<file path="config.mk">
export PLATFORM = sky130hd
export DESIGN_NAME = reg_scoreboard
export DESIGN_NICKNAME = d
export VERILOG_FILES = /design/src/rtl/reg_scoreboard_pkg.sv /design/src/rtl/sb_counter.sv /design/src/rtl/reg_scoreboard.sv
export SDC_FILE = /design/constraint.sdc
export NUM_CORES = 1
export LEC_CHECK = 0
export ABC_AREA = 1
export CAP_MARGIN = 20
export CORE_MARGIN = 2
export CORE_UTILIZATION = 40
export CTS_CLUSTER_DIAMETER = 50
export CTS_CLUSTER_SIZE = 10
export DETAILED_ROUTE_END_ITERATION = 10
export DONT_BUFFER_PORTS = 1
export GPL_TIMING_DRIVEN = 0
export RECOVER_POWER = 50
export SLEW_MARGIN = 0
export SYNTH_ARGS = -nofsm -noshare
export SYNTH_HDL_FRONTEND = slang
export SYNTH_SLANG_ARGS = --single-unit
export TNS_END_PERCENT = 30
</file>
<file path="constraint.sdc">
create_clock -name clk -period 3.69 [get_ports clk]
set_clock_uncertainty 0.05 [all_clocks]
set_input_delay 0.738 -clock clk [delete_from_list [all_inputs] [get_ports clk]]
set_output_delay 0.738 -clock clk [all_outputs]
set_load 0.05 [all_outputs]
</file>
<file path="src/rtl/reg_scoreboard_pkg.sv">
// Shared defaults and hazard-reason encoding for the register scoreboard.
package reg_scoreboard_pkg;

    localparam int unsigned DEF_N_REG   = 16;
    localparam int unsigned DEF_W_RN    = 4;
    localparam int unsigned DEF_W_CNT   = 2;
    localparam int unsigned DEF_CNT_MAX = (2 ** DEF_W_CNT) - 1;

    // Why ID is stalled; priority RS > RD > saturation.
    typedef enum logic [1:0] {
        HZ_NONE = 2'd0,
        HZ_RS   = 2'd1,
        HZ_RD   = 2'd2,
        HZ_SAT  = 2'd3
    } hz_reason_e;

endpackage

</file>
<file path="src/rtl/sb_counter.sv">
// Per-register pending-write counter: saturating up/down with a one-cycle error pulse.
module sb_counter
    import reg_scoreboard_pkg::*;
#(
    parameter int unsigned W_CNT = DEF_W_CNT
) (
    input  logic             clk,
    input  logic             rst,
    input  logic             inc,
    input  logic             dec,
    output logic [W_CNT-1:0] cnt,
    output logic             err_c
);

    localparam logic [W_CNT-1:0] CNT_MAX = '1;

    logic [W_CNT-1:0] cnt_nxt;

    // Simultaneous inc/dec cancel; otherwise hold at the rails and flag it.
    always_comb begin
        cnt_nxt = cnt;
        err_c   = 1'b0;
        if (inc && !dec) begin
            if (cnt == CNT_MAX) begin
                err_c = 1'b1;
            end else begin
                cnt_nxt = cnt + W_CNT'(1);
            end
        end else if (dec && !inc) begin
            if (cnt == '0) begin
                err_c = 1'b1;
            end else begin
                cnt_nxt = cnt - W_CNT'(1);
            end
        end
    end

    always_ff @(posedge clk) begin
        if (rst) begin
            cnt <= '0;
        end else begin
            cnt <= cnt_nxt;
        end
    end

endmodule

</file>
<file path="src/rtl/reg_scoreboard.sv">
// Tracks in-flight register writes between ID and WB and raises the RAW/WAW stall.
module reg_scoreboard
    import reg_scoreboard_pkg::*;
#(
    parameter int unsigned N_REG = DEF_N_REG,
    parameter int unsigned W_RN  = DEF_W_RN,
    parameter int unsigned W_CNT = DEF_W_CNT
) (
    input  logic                  clk,
    input  logic                  rst,
    input  logic                  id_v_i,
    input  logic [W_RN-1:0]       id_rd_num_i,
    input  logic                  id_rd_use_i,
    input  logic [W_RN-1:0]       id_rs_num_i,
    input  logic                  id_rs_use_i,
    input  logic                  id_wb_i,
    input  logic                  id_fire_i,
    input  logic                  wb_v_i,
    input  logic [W_RN-1:0]       wb_rd_num_i,
    output logic                  hazard_o,
    output logic [N_REG-1:0]      busy_o,
    output logic [W_RN+W_CNT-1:0] inflight_o,
    output logic                  drained_o,
    output logic                  err_o
);

    localparam int unsigned      W_INF   = W_RN + W_CNT;
    localparam logic [W_CNT-1:0] CNT_MAX = '1;

    logic [W_CNT-1:0] cnt [N_REG];
    logic [N_REG-1:0] busy;
    logic [N_REG-1:0] inc_vec;
    logic [N_REG-1:0] dec_vec;
    logic [N_REG-1:0] cnt_err;
    logic             inc;
    logic             dec;
    logic             same_reg;
    logic             inc_ok;
    logic             dec_ok;
    logic             err_set;
    hz_reason_e       hz_reason;
    logic [W_INF-1:0] inflight_q;
    logic [W_INF-1:0] inflight_nxt;
    logic             err_q;

    assign inc      = id_fire_i & id_v_i & id_wb_i;
    assign dec      = wb_v_i;
    assign same_reg = inc & dec & (id_rd_num_i == wb_rd_num_i);

    for (genvar g = 0; g < N_REG; g++) begin : g_cnt
        assign inc_vec[g] = inc & (id_rd_num_i == W_RN'(g));
        assign dec_vec[g] = dec & (wb_rd_num_i == W_RN'(g));
        assign busy[g]    = |cnt[g];

        sb_counter #(
            .W_CNT (W_CNT)
        ) u_cnt (
            .clk   (clk),
            .rst   (rst),
            .inc   (inc_vec[g]),
            .dec   (dec_vec[g]),
            .cnt   (cnt[g]),
            .err_c (cnt_err[g])
        );
    end

    // Stall only on current counters; a same-cycle WB release is not bypassed.
    always_comb begin
        hz_reason = HZ_NONE;
        if (id_v_i) begin
            if (id_rs_use_i && busy[id_rs_num_i]) begin
                hz_reason = HZ_RS;
            end else if (id_rd_use_i && busy[id_rd_num_i]) begin
                hz_reason = HZ_RD;
            end else if (id_wb_i && (cnt[id_rd_num_i] == CNT_MAX)) begin
                hz_reason = HZ_SAT;
            end
        end
    end

    assign hazard_o = (hz_reason != HZ_NONE);

    // Mirror the per-register hold rules so the total always equals sum(cnt).
    always_comb begin
        inc_ok       = inc & ((cnt[id_rd_num_i] != CNT_MAX) | same_reg);
        dec_ok       = dec & ((cnt[wb_rd_num_i] != '0) | same_reg);
        inflight_nxt = inflight_q;
        if (inc_ok && !dec_ok) begin
            inflight_nxt = inflight_q + W_INF'(1);
        end else if (dec_ok && !inc_ok) begin
            inflight_nxt = inflight_q - W_INF'(1);
        end
    end

    assign err_set = (|cnt_err) | (id_fire_i & hazard_o);

    always_ff @(posedge clk) begin
        if (rst) begin
            inflight_q <= '0;
            err_q      <= 1'b0;
        end else begin
            inflight_q <= inflight_nxt;
            err_q      <= err_q | err_set;
        end
    end

    assign busy_o     = busy;
    assign inflight_o = inflight_q;
    assign drained_o  = (inflight_q == '0);
    assign err_o      = err_q;

endmodule
</file>
==> flow_summary.json, run 1 <==
{
  "status": "finished, final reports clean",
  "clk_pin_slew_worst_paths_ns": 0.09,
  "top_layer": "met4",
  "cpLargestDelayFamily": "compound AO/OA/AOI/OAI gates",
  "endpoint_kind": "flip-flop",
  "grt_max_degree": 14,
  "rsz0062_at_grt": "false",
  "wl_mm": 12.2,
  "dr.first_iter.drc_count": 263,
  "clk_latency_ns": 0.30,
  "setup_violations": 0,
  "final_area_um2": 3710,
  "die_h_um": 97.1,
  "syn_nets": 643,
  "cp.required_ns": 3.87,
  "synth-async-reset-ratio_pct": 0,
  "synth_edf_count": 0,
  "min_path_type": "flip-flop to flip-flop",
  "pre_cts_slack_ns": -0.0858,
  "yosysTopAreaCell": "dfxtp_1",
  "via_per_inst": 5.52,
  "cp_cell_sequence": "buf_4, clkinv_1, a221oi_1, nand4_1, nand4_1, nand2_1, ha_1, inv_1, ha_1, a21oi_1, nand2_1, a21o_1, a21oi_1, xor2_1, nand2_1, a21oi_1",
  "fill_cells": 942,
  "slowest_stage": "a221oi_1",
  "layout-drive-gt1-share_pct": 4.47,
  "clock_path_buffers": 2,
  "cts-buffers-inserted": 5,
  "avgSynthCellArea_um2": 5.62,
  "place_hpwl_mm": 9.67,
  "met2_length_mm": 5.55,
  "min_period_ns": 3.51,
  "rows": 33,
  "p_per_area_nw_per_um2": 274,
  "grt.overflow.total": 0,
  "max_freq_mhz": 285,
  "coreArea_um2": 8300,
  "worstPathArrival_ns": 3.69,
  "cts.sinks": 39,
  "portBuffers": 0,
  "cts_tree": "built",
  "postPlaceCellArea_um2": 3600,
  "grt_pass1_vias": 3731,
  "met1Wirelength_mm": 5.51,
  "maxCapViolations": 0,
  "post-cts-setup-buffers": 0,
  "r2r_setup_slack_ns": 0.24,
  "ant_nets": 0,
  "drtPass1Iterations": 5,
  "fin_nets": 651,
  "hp-start": "g_cnt[9].u_cnt.cnt[0]$_SDFFE_PP0P_",
  "synthesis.area_um2": 3460,
  "fin_crit_sh_pct": 95.0,
  "min_path_cells": 1,
  "die_w_um": 97.1,
  "synth_area_leaders": "dfxtp_1 23%, nand2_1 22%, inv_1 9.4%",
  "initial_core_util_pct": 41.7,
  "finalWorstSetupSlack_ns": 0.184,
  "relSlewSlack_pct": 54.1,
  "drc": 0,
  "fin_util_pct": 44.7,
  "r2r-start": "g_cnt[5].u_cnt.cnt[0]$_SDFFE_PP0P_",
  "detail_route.wl_per_cell_um": 16.7,
  "synth.distinct_cells": 38,
  "root_buffer": "clkbuf_8",
  "path_max_fanout": 10,
  "grtUsageTotal_pct": 26.0,
  "ys_ff_latch": 39,
  "ios": 45,
  "dieArea_um2": 9420,
  "vias": 4033,
  "yosysMostFrequentCell": "nand2_1",
  "worst_r2r_path_depth": 17,
  "gp_congestion": 0.991,
  "synthFlopType": "dfxtp_1",
  "vdd_ir_drop_max_uv": 138,
  "hold_violations": 0,
  "r2r_end": "inflight_o[5]$_SDFFE_PP0P_",
  "h-tree-depth": 2,
  "power.leakage_nw": 1.67,
  "power_mw": 1.02,
  "area_growth_pct": 7.11,
  "yosys_warnings": 0,
  "holdPathEnd": "g_cnt[9].u_cnt.cnt[0]$_SDFFE_PP0P_",
  "wl_met3_um": 856,
  "netlist_instances": 617,
  "synth.yosys.seq_area_share_pct": 22.5,
  "slew_violations": 0,
  "synthTopCellsByCount": "200 x nand2_1, 87 x inv_1, 69 x nor2_1",
  "cp-start-kind": "primary input",
  "antenna_found_initial": 0,
  "critical_path_class": "primary input to flip-flop",
  "path_buf_inv": 3,
  "worst_pin_slew_ns": 0.686,
  "antenna_cells": 0,
  "crit_path_max_incr_delay_ns": 0.37,
  "yosys.area.top_type_share_pct": 22.5,
  "grt_pass1_wl_mm": 19.4
}
## metal layers
metal  vias to the layer above  global-route usage [%]
li1                       2033                       -
met1                      1829                    35.5
met2                       152                    42.3
met3                        19                    4.10
met4                         0                    7.58
met5                         -                       0
## cells by family (layout without fill, tap and decap cells)
| kind of cell | after synthesis | count (layout) | synth area share, % |
|---|---|---|---|
| compound gates | 121 | 121 | 20.7 |
| xor+xnor | 6 | 6 | 1.52 |
| fa+ha+maj | 6 | 6 | 2.38 |
| buf+inv | 103 | 112 | 12.0 |
| flops | 39 | 39 | 22.5 |
| simple gates | 342 | 342 | 40.9 |
## repair_timing
action                                  4_1_cts  5_1_grt
endpoints found under the setup margin        0        1
hold endpoints to repair                      0        0
resized for setup                             0        5
hold buffers                                  0        0
## worst reg2reg max path, cell delays in order (launching register included)
cell      delay (ns)
dfxtp_1         0.40
inv_1           0.06
nand2_1         0.46
inv_1           0.27
o221ai_1        0.22
a22oi_1         0.09
nand4_1         0.08
nand2_1         0.10
ha_1            0.22
inv_1           0.17
ha_1            0.31
a21oi_1         0.14
nand2_1         0.09
a21o_1          0.16
a21oi_1         0.18
xor2_1          0.17
nand2_1         0.08
a21oi_1         0.11
## sequential cells by signal, summed over array words and instances, names as in the netlist
signal / cells
err_o: 1
g_cnt.u_cnt.cnt: 32
inflight_o: 6
## stage by stage
stage	hold slack, ns	std cells	TNS [ns]
floorplan	0.409	617	0
global placement	0.429	722	-0.0354
detailed placement	0.439	723	-0.0858
CTS	0.453	731	0
global route	0.475	731	0
finish	0.451	731	0
## cells in the final DEF (no fill, tap or decap), types with 7 or more instances in the layout
| cell type | instances |
|---|---|
| nand3_1 | 51 |
| inv_1 | 86 |
| nor2_1 | 70 |
| a31oi_1 | 14 |
| a21oi_1 | 24 |
| a211oi_1 | 7 |
| o21ai_0 | 45 |
| a311oi_1 | 8 |
| dfxtp_1 | 39 |
| nand2_1 | 200 |
## layout make-up
| type | instances | area [um^2] | share of cell area, % |
|---|---|---|---|
| clock inverter | 3 | 43.8 | 1.18 |
| inverter | 92 | 348 | 9.37 |
| tap | 105 | 131 | 3.54 |
| buffer | 11 | 63.8 | 1.72 |
| clock buffer | 5 | 68.8 | 1.85 |
| timing repair buffer | 1 | 7.51 | 0.202 |
| sequential | 39 | 781 | 21.0 |
| multi-input combinational | 475 | 2270 | 61.1 |
## report_power, final
group	internal (mW)	switching, mW	leakage (nW)
Combinational	0.0558	0.133	1.30
Sequential	0.428	0.0287	0.315
Clock	0.202	0.170	0.0581
Total	0.685	0.332	1.67
## worst max-delay path by stage
stage                                  to  depth (start not counted)  slack, ns                               start
6_report       inflight_o[5]$_SDFFE_PP0P_                         16       0.18                      id_rd_num_i[1]
5_1_grt        inflight_o[5]$_SDFFE_PP0P_                         16      0.003                      id_rd_num_i[1]
4_1_cts        inflight_o[5]$_SDFFE_PP0P_                         17       0.19  g_cnt[7].u_cnt.cnt[0]$_SDFFE_PP0P_
3_5_place_dp   inflight_o[5]$_SDFFE_PP0P_                         16      -0.09                      id_rd_num_i[1]
3_3_place_gp   inflight_o[5]$_SDFFE_PP0P_                         16      -0.04                      id_rd_num_i[1]
2_1_floorplan  inflight_o[5]$_SDFFE_PP0P_                         17       0.52                      id_rd_num_i[1]
Power figures use the tool's default switching activity.
==> inputs of run 2 (changes only) <==
--- a/config.mk
+++ b/config.mk
@@ -7,13 +7,16 @@
 export LEC_CHECK = 0
 export ABC_AREA = 1
 export CAP_MARGIN = 20
+export CELL_PAD_IN_SITES_DETAIL_PLACEMENT = 1
+export CELL_PAD_IN_SITES_GLOBAL_PLACEMENT = 2
 export CORE_MARGIN = 2
-export CORE_UTILIZATION = 40
+export CORE_UTILIZATION = 33
 export CTS_CLUSTER_DIAMETER = 50
 export CTS_CLUSTER_SIZE = 10
 export DETAILED_ROUTE_END_ITERATION = 10
 export DONT_BUFFER_PORTS = 1
 export GPL_TIMING_DRIVEN = 0
+export PLACE_DENSITY_LB_ADDON = 0.1
 export RECOVER_POWER = 50
 export SLEW_MARGIN = 0
 export SYNTH_ARGS = -nofsm -noshare
==> flow_summary.json, run 2 (synthesis gave the netlist of run 1 again) <==
{
  "status": "finished, final reports clean",
  "dp_cells": 754,
  "worst_pin_slew_ns": 0.689,
  "holdPathEnd": "g_cnt[5].u_cnt.cnt[0]$_SDFFE_PP0P_",
  "clk_pin_slew_worst_paths_ns": 0.08,
  "final_cell_mix": "198 x nand2_1, 84 x inv_1, 69 x nor2_1, 52 x nand3_1, 43 x o21ai_0",
  "cts_resized": 0,
  "setup_violations": 0,
  "endpoint_kind": "flip-flop",
  "rsz0062_at_grt": "false",
  "portBuffers": 0,
  "cp.required_ns": 3.87,
  "hp-start": "g_cnt[5].u_cnt.cnt[0]$_SDFFE_PP0P_",
  "die_w_um": 106,
  "ant_nets": 0,
  "initial_core_util_pct": 33.7,
  "root_buffer": "clkbuf_8",
  "rows": 37,
  "grt_pass1_wl_mm": 22.5,
  "r2r_setup_slack_ns": 0.27,
  "vdd_ir_drop_max_uv": 111,
  "detail_route.wl_per_cell_um": 18.7,
  "post-cts-setup-buffers": 0,
  "fin_nets": 651,
  "critical_path_class": "primary input to flip-flop",
  "postPlaceCellArea_um2": 3640,
  "antenna_found_initial": 0,
  "vias": 4099,
  "wl_mm": 14.2,
  "switchingPower_uw": 347,
  "setup.worst_path.start": "id_rd_num_i[0]",
  "worstPathArrival_ns": 3.64,
  "grt_pass1_vias": 4122,
  "fin_hold_ws_ns": 0.461,
  "relSlewSlack_pct": 53.9,
  "fin_crit_sh_pct": 93.8,
  "gp_congestion": 0.932,
  "largest-register": "g_cnt.u_cnt.cnt",
  "power_frac_comb_pct": 17.9,
  "min_period_ns": 3.46,
  "min_path_cells": 1,
  "clock_path_buffers": 2,
  "finalNonFillerCells": 762,
  "grt_max_degree": 13,
  "finalWorstSetupSlack_ns": 0.230,
  "max_freq_mhz": 289,
  "path_max_fanout": 10,
  "seqPwrFrac_pct": 41.5,
  "r2r_end": "inflight_o[5]$_SDFFE_PP0P_",
  "area_growth_pct": 9.14,
  "grt.overflow.total": 0,
  "ios": 45,
  "drc": 0,
  "p_per_area_nw_per_um2": 292,
  "cp-start-kind": "primary input",
  "pre_cts_slack_ns": -0.209,
  "slew_violations": 0,
  "holdBufCountCts": 0,
  "cts_tree": "built",
  "r2r-start": "g_cnt[10].u_cnt.cnt[1]$_SDFFE_PP0P_",
  "clock_power_share_pct": 40.7,
  "final_area_um2": 3780,
  "clk_latency_ns": 0.31,
  "min_path_type": "flip-flop to flip-flop",
  "cts-buffers-inserted": 5,
  "worst_r2r_path_depth": 17,
  "hold_violations": 0,
  "power.leakage_nw": 1.68,
  "coreArea_um2": 10300,
  "final_common_cell": "nand2_1",
  "h-tree-depth": 2,
  "antenna_cells": 0,
  "drtPass1Iterations": 4,
  "place_hpwl_mm": 11.4,
  "via_per_inst": 5.38,
  "grtUsageTotal_pct": 26.0,
  "dieArea_um2": 11300,
  "largest_reg_flops": 32,
  "power.internal_uw": 756,
  "maxCapViolations": 0,
  "cts.sinks": 39,
  "switching_share_pct": 31.5,
  "layout-drive-gt1-share_pct": 5.11,
  "dr.first_iter.drc_count": 210,
  "die_h_um": 106
}
-- run 2: per-layer routing --
layer | GRT usage (%) | routed length (um) | vias to the layer above | part of all wire (%)
met4 | 7.24 | 319 | 0 | 2.2
li1 | - | - | 2030 | -
met1 | 34.2 | 6670 | 1948 | 47
met5 | 0 | 0 | - | 0
met2 | 43.5 | 6430 | 102 | 45
met3 | 4.66 | 808 | 19 | 5.7
-- run 2: per-stage QoR --
step           utilization [%]  power (mW)  TNS, ns
3_3_place_gp              35.4       0.654   -0.135
4_1_cts                   36.7        1.11        0
5_1_grt                   36.8        1.15        0
3_5_place_dp              35.4       0.661   -0.209
6_report                  36.8        1.10        0
2_1_floorplan                -       0.604        0
-- run 2: power by group through the flow --
stage	registers, mW	logic, mW	clock network (mW)
finish	0.457	0.197	0.448
global route	0.459	0.217	0.471
CTS	0.457	0.195	0.461
detailed placement	0.467	0.194	0
global placement	0.467	0.187	0
floorplan	0.465	0.139	0
-- run 2: area by class of cell --
class	count	area [um^2]
multi-input cells	475	2270
fillers	1479	6500
repair buffers	1	7.51
well taps	136	170
plain buffers	11	70.1
inverters	92	353
clock buffers	6	72.6
flip-flops and latches	39	781
clock inverters	2	60.1
-- run 2: worst max path at each step --
stage,end,cells past startpoint
global placement,inflight_o[5]$_SDFFE_PP0P_,22
global route,inflight_o[5]$_SDFFE_PP0P_,22
detailed placement,inflight_o[5]$_SDFFE_PP0P_,23
floorplan,inflight_o[5]$_SDFFE_PP0P_,17
CTS,inflight_o[5]$_SDFFE_PP0P_,17
finish,inflight_o[5]$_SDFFE_PP0P_,22
-- run 2: critical path, stage by stage --
cell	delay [ns]
buf_6	0.12
buf_2	0.22
o21ai_0	0.24
nand2_1	0.13
nand2_1	0.09
nand2_1	0.05
nand2_1	0.07
inv_1	0.04
nand2_1	0.10
nand3_1	0.10
nand2_1	0.08
inv_1	0.05
ha_1	0.22
inv_2	0.12
ha_1	0.30
a21oi_1	0.17
nand2_1	0.10
a21o_1	0.17
a21oi_1	0.15
xor2_1	0.16
nand2_1	0.06
a21oi_1	0.15
==> inputs of run 3 (changes only) <==
--- a/config.mk
+++ b/config.mk
@@ -11,13 +11,14 @@
 export CELL_PAD_IN_SITES_GLOBAL_PLACEMENT = 2
 export CORE_MARGIN = 2
 export CORE_UTILIZATION = 33
-export CTS_CLUSTER_DIAMETER = 50
+export CTS_CLUSTER_DIAMETER = 150
 export CTS_CLUSTER_SIZE = 10
 export DETAILED_ROUTE_END_ITERATION = 10
 export DONT_BUFFER_PORTS = 1
 export GPL_TIMING_DRIVEN = 0
 export PLACE_DENSITY_LB_ADDON = 0.1
 export RECOVER_POWER = 50
+export SKIP_CTS_REPAIR_TIMING = 1
 export SLEW_MARGIN = 0
 export SYNTH_ARGS = -nofsm -noshare
 export SYNTH_HDL_FRONTEND = slang
==> constraint.sdc (replaced) <==
create_clock -name clk -period 3.2 [get_ports clk]
set_clock_uncertainty 0.05 [all_clocks]
set_input_delay 0.64 -clock clk [delete_from_list [all_inputs] [get_ports clk]]
set_output_delay 0.64 -clock clk [all_outputs]
set_load 0.05 [all_outputs]
==> flow_summary.json, run 3 (synthesis gave the netlist of run 1 again) <==
{
  "root_buffer": "clkbuf_8",
  "hp-start": "rst",
  "vias": 4155,
  "clock_power_share_pct": 39.9,
  "r2r_setup_slack_ns": 0.16,
  "dp_cells": 754,
  "power.leakage_nw": 1.74,
  "status": "finished, final reports clean",
  "grt_pass1_wl_mm": 22.5,
  "finalWorstSetupSlack_ns": 0.132,
  "final_area_um2": 4000,
  "grtUsageTotal_pct": 26.0,
  "layout-drive-gt1-share_pct": 9.97,
  "switching_share_pct": 31.7,
  "maxCapViolations": 0,
  "vdd_ir_drop_max_uv": 132,
  "dieArea_um2": 11300,
  "clk_pin_slew_worst_paths_ns": 0.08,
  "cp-start-kind": "primary input",
  "die_w_um": 106,
  "crit_top_cell": "nand2_1",
  "grt.overflow.total": 0,
  "min_path_type": "primary input to flip-flop",
  "clock_path_buffers": 2,
  "r2r-start": "g_cnt[4].u_cnt.cnt[1]$_SDFFE_PP0P_",
  "antenna_cells": 0,
  "pre_cts_slack_ns": -0.601,
  "final_common_cell": "nand2_1",
  "detail_route.wl_per_cell_um": 19.1,
  "antenna_found_initial": 0,
  "fin_crit_sh_pct": 95.9,
  "via_per_inst": 5.41,
  "rsz0062_at_grt": "true",
  "r2r_end": "inflight_o[5]$_SDFFE_PP0P_",
  "endpoint_kind": "flip-flop",
  "power_frac_comb_pct": 19.5,
  "switchingPower_uw": 411,
  "place_hpwl_mm": 11.4,
  "cts-buffers-inserted": 5,
  "fin_nets": 657,
  "area_growth_pct": 15.5,
  "critical_path_class": "primary input to flip-flop",
  "hold_violations": 0,
  "fin_util_pct": 38.9,
  "portBuffers": 0,
  "final_cell_mix": "192 x nand2_1, 82 x inv_1, 63 x nor2_1, 51 x nand3_1, 39 x o21ai_0",
  "power_mw": 1.30,
  "min_period_ns": 3.07,
  "clk_latency_ns": 0.31,
  "ant_nets": 0,
  "path_max_fanout": 10,
  "max_freq_mhz": 326,
  "gp_congestion": 0.932,
  "finalNonFillerCells": 768,
  "grt_max_degree": 13,
  "slew_violations": 0,
  "ios": 45,
  "largest_reg_flops": 32,
  "worst_r2r_path_depth": 16,
  "relSlewSlack_pct": 53.9,
  "dr.first_iter.drc_count": 251,
  "postPlaceCellArea_um2": 3640,
  "slowest_stage": "ha_4",
  "cts.sinks": 39,
  "die_h_um": 106,
  "wl_mm": 14.7,
  "seqPwrFrac_pct": 40.7,
  "rows": 37,
  "grt_pass1_vias": 4122,
  "drc": 0,
  "setup_violations": 0,
  "worstPathArrival_ns": 3.25,
  "worst_pin_slew_ns": 0.691,
  "h-tree-depth": 2,
  "power.internal_uw": 886,
  "crit_path_max_incr_delay_ns": 0.23,
  "drtPass1Iterations": 5,
  "coreArea_um2": 10300,
  "fill_cells": 1462,
  "initial_core_util_pct": 33.7,
  "largest-register": "g_cnt.u_cnt.cnt",
  "cts_tree": "built",
  "p_per_area_nw_per_um2": 324,
  "cp_cell_sequence": "buf_12, buf_12, o21ai_0, nand2_1, nand2_1, nand2_1, nand2_1, inv_1, nand2_1, nand3_1, nand2_1, inv_1, ha_2, inv_2, ha_4, a21oi_2, nand2_1, a21o_1, a21oi_2, xor2_1, nand2_1, a21oi_1",
  "min_path_cells": 3,
  "cp.required_ns": 3.38,
  "holdPathEnd": "inflight_o[3]$_SDFFE_PP0P_"
}
-- run 3: cell count changes in the layout (fill, tap and decap cells not counted), moves of 4 or more --
cell and delta:
nand2_1 -6, nor2_1 -6, nand2_2 +4, nor2_2 +4, o21ai_0 -4
-- run 3: worst max path at each step --
stage	end	start	cells past startpoint	slack (ns)
after detailed placement	inflight_o[5]$_SDFFE_PP0P_	id_rd_num_i[0]	23	-0.60
final	inflight_o[5]$_SDFFE_PP0P_	id_rd_num_i[0]	22	0.13
after global routing	inflight_o[5]$_SDFFE_PP0P_	g_cnt[4].u_cnt.cnt[1]$_SDFFE_PP0P_	16	-0.03
after CTS	inflight_o[5]$_SDFFE_PP0P_	g_cnt[4].u_cnt.cnt[0]$_SDFFE_PP0P_	17	-0.42
after global placement	inflight_o[5]$_SDFFE_PP0P_	id_rd_num_i[0]	22	-0.53
after floorplan	inflight_o[5]$_SDFFE_PP0P_	id_rd_num_i[1]	17	0.13
-- run 3: through the flow --
stage / hold WS (ns) / TNS (ns)
4_1_cts: 0.432 / -0.796
5_1_grt: 0.472 / -0.0376
3_5_place_dp: 0.445 / -1.40
6_report: 0.444 / 0
3_3_place_gp: 0.428 / -1.20
2_1_floorplan: 0.409 / 0
-- run 3: layout make-up --
| class | count | area [um^2] | share of cell area, % |
|---|---|---|---|
| Timing Repair inverter | 2 | 15.0 | 0.375 |
| Multi-Input combinational cell | 475 | 2370 | 59.2 |
| Sequential cell | 39 | 783 | 19.6 |
| Clock buffer | 6 | 72.6 | 1.81 |
| Tap cell | 136 | 170 | 4.25 |
| Clock inverter | 2 | 60.1 | 1.50 |
| Buffer | 11 | 108 | 2.69 |
| Timing Repair Buffer | 5 | 55.1 | 1.38 |
| Inverter | 92 | 369 | 9.23 |
-- run 3: worst max-delay path: cells and delay by family --
kind                     cells  cell delay (ns)
buffers and inverters        5             0.49
AO/OA/AOI/OAI                5             0.77
AND/OR/NAND/NOR              9             0.75
XOR/XNOR                     1             0.15
adder cells (fa/ha/maj)      2             0.42
-- run 3: power groups by stage --
| stage | Combinational, mW | Sequential [mW] | Clock, mW |
|---|---|---|---|
| floorplan | 0.160 | 0.536 | 0 |
| global placement | 0.216 | 0.538 | 0 |
| detailed placement | 0.224 | 0.539 | 0 |
| CTS | 0.225 | 0.527 | 0.532 |
| global route | 0.276 | 0.530 | 0.543 |
| finish | 0.253 | 0.528 | 0.517 |
-- run 3: per-layer routing --
layer / share of wire [%] / up-vias / global-route usage (%)
li1: - / 2042 / -
met4: 2.7 / 0 / 7.24
met2: 45 / 122 / 43.5
met5: 0 / - / 0
met3: 6.1 / 25 / 4.66
met1: 46 / 1966 / 34.2
==> RTL change, RTL diff (flow settings as in run 1) <==
The package constant `DEF_N_REG` goes from 16 to 8.
--- a/src/rtl/reg_scoreboard_pkg.sv
+++ b/src/rtl/reg_scoreboard_pkg.sv
@@ -2,5 +2,5 @@
 package reg_scoreboard_pkg;
 
-    localparam int unsigned DEF_N_REG   = 16;
+    localparam int unsigned DEF_N_REG   = 8;
     localparam int unsigned DEF_W_RN    = 4;
     localparam int unsigned DEF_W_CNT   = 2;
Interface: changed (resized busy_o); port bits go from 45 to 37. No check against the original RTL was run, so the function may have changed too.
==> RTL change against run 1 <==
  * Sequential power decreased by 35%
  * Via count shrank 42%
  * Die area decreased by 37%
  * Sequential share of layout area fell by 0.73 points
  * Routed wire length decreased by 49%
  * Power decreased by 38%
  * Sequential cell count shrank 16
  * Maximum frequency up 5.5%
  * Global-route usage fell by 4.0 points
  * Synthesized area down 38%
  * Cell area fell by 39%
  * Critical path depth grew 3
  * Worst setup slack improved by 180 ps
==> RTL change: results <==
grt:
  first_global_vias: 2162
  grt_max_degree: 15
  antenna_found_initial: 0
  grt_pass1_wl_um: 10330
  grt_use_total_pct: 21.94
routing:
  num_vias: 2326
  wl_um: 6277
  drt_iter0_drc: 246
  via_per_inst: 5.204
worst_setup_path:
  crit_start: "id_rd_num_i[1]"
  cp_slowest_cell: "ha_1"
  rrSetupSlack_ps: 400
  path_delay_family: "simple AND/OR/NAND/NOR gates"
  critPathMaxFanout: 9
  rr_worst_depth: 20
  rr_startpoint: "g_cnt[7].u_cnt.cnt[0]"
  cpPeakStageDelay_ps: 350
  worstPathArrival_ps: 3430
logic_synthesis:
  yosys-top-cells-area: "dfxtp_1, nand2_1, inv_1, nand3_1, nor2_1"
  synthAdderAreaFrac_pct: 3.857
  synth_common_cells: "nand2_1, inv_1, nor2_1"
  synthXorXnorAreaFrac_pct: 2.046
  ys_seq_area_share_pct: 21.51
  ys_types: 36
  synth_warnings: 0
  synth-compound-area-share_pct: 14.14
  synth_cells: 371
  synthesis.nets: 397
min_path:
  hold_class: "flop to flop"
  hold_start: "g_cnt[4].u_cnt.cnt[1]"
outcome:
  status: "finished, final reports clean"
sta:
  relSlewSlack_pct: 57.64
final_layout:
  drive_gt1_share_pct: 5.836
  largest_reg_flops: 16
  n_fill_cell: 599
  antenna_cells: 0
  regMostFlops: "g_cnt.u_cnt.cnt"
placement:
  routabilityCongestion: 0.9617
  hpwl_um: 5086
  portBuffers: 0
  dp.cells: 443
clock_tree:
  clockBufferDepth: 2
  numCtsBuffers: 3
  ctsHtreeMaxLevel: 1
  cts_setup_buffers: 0
  worstSkewPairLatency_ps: 280
  clkTransAtPathRegs_ps: 100
pwr:
  ir_drop_uv: 243.3
  leakage_uw: 0.001154
-- RTL change: changes by cell type after synthesis, sizes merged, moves of 4 or more --
| cell | delta |
|---|---|
| buf | -6 |
| o21a | +4 |
| a31oi | -9 |
| nor2 | -20 |
| a21oi | -7 |
| inv | -35 |
| a211oi | -6 |
| dfxtp | -16 |
| nand3 | -16 |
| nand2 | -81 |
| a311oi | -8 |
| o22ai | -5 |
| o21ai | -39 |
-- RTL change: how the worst min path moves through the flow --
stage | to | slack [ps] | cells after the start
global placement | g_cnt[4].u_cnt.cnt[1] | 440 | 2
CTS | g_cnt[4].u_cnt.cnt[1] | 470 | 2
floorplan | g_cnt[4].u_cnt.cnt[1] | 420 | 2
detailed placement | g_cnt[4].u_cnt.cnt[1] | 450 | 2
global route | g_cnt[5].u_cnt.cnt[1] | 510 | 2
finish | g_cnt[4].u_cnt.cnt[1] | 470 | 2
-- RTL change: logic make-up (layout without fill, tap and decap cells) --
group                    after synthesis  count (layout)
buffers and inverters                 61              67
adder cells (fa/ha/maj)                6               6
XOR/XNOR                               5               5
AO/OA/AOI/OAI                         49              49
AND/OR/NAND/NOR                      227             227
flip-flops                            23              23
-- RTL change: power by group --
group          internal [uW]  total (uW)  switching (uW)  leakage (uW)
sequential               257         296            39.2      0.000187
combinational           58.0         161             103      0.000945
clock                   77.0         178             101     0.0000217
-- RTL change: area by class of cell --
cell class | count | area [sq um] | share of cell area, %
Multi-Input combinational cell | 287 | 1400 | 61.75
Sequential cell | 23 | 460.4 | 20.31
Buffer | 5 | 45.04 | 1.987
Clock buffer | 3 | 41.29 | 1.821
Clock inverter | 1 | 7.507 | 0.3311
Timing Repair Buffer | 2 | 15.01 | 0.6623
Inverter | 56 | 210.2 | 9.272
Tap cell | 70 | 87.58 | 3.863
-- RTL change: what timing repair did --
action | in CTS | in global routing
setup endpoints to repair | 0 | 1
endpoints found under the hold margin | 0 | 0
gates resized for setup | 0 | 1
hold buffers | 0 | 0
-- RTL change: metal layers --
layer	global-route usage (%)	routed length [um]	vias to the layer above	part of all wire, %
li1	-	-	1204	-
met1	30.17	2912	1040	46
met5	0	0	-	0
met3	4.235	430	6	6.9
met2	35.22	2858	76	46
met4	5.357	75	0	1.2
-- RTL change: metrics by stage --
stage                     total power [uW]  cell area [sq um]  worst slack, ps
after global placement               455.5               2228            59.29
after floorplan                      428.8               2141            584.7
after CTS                            642.4               2292            361.4
after detailed placement             463.3               2243            47.97
final                                634.8               2267            367.8
after global routing                 672.3               2267            72.55
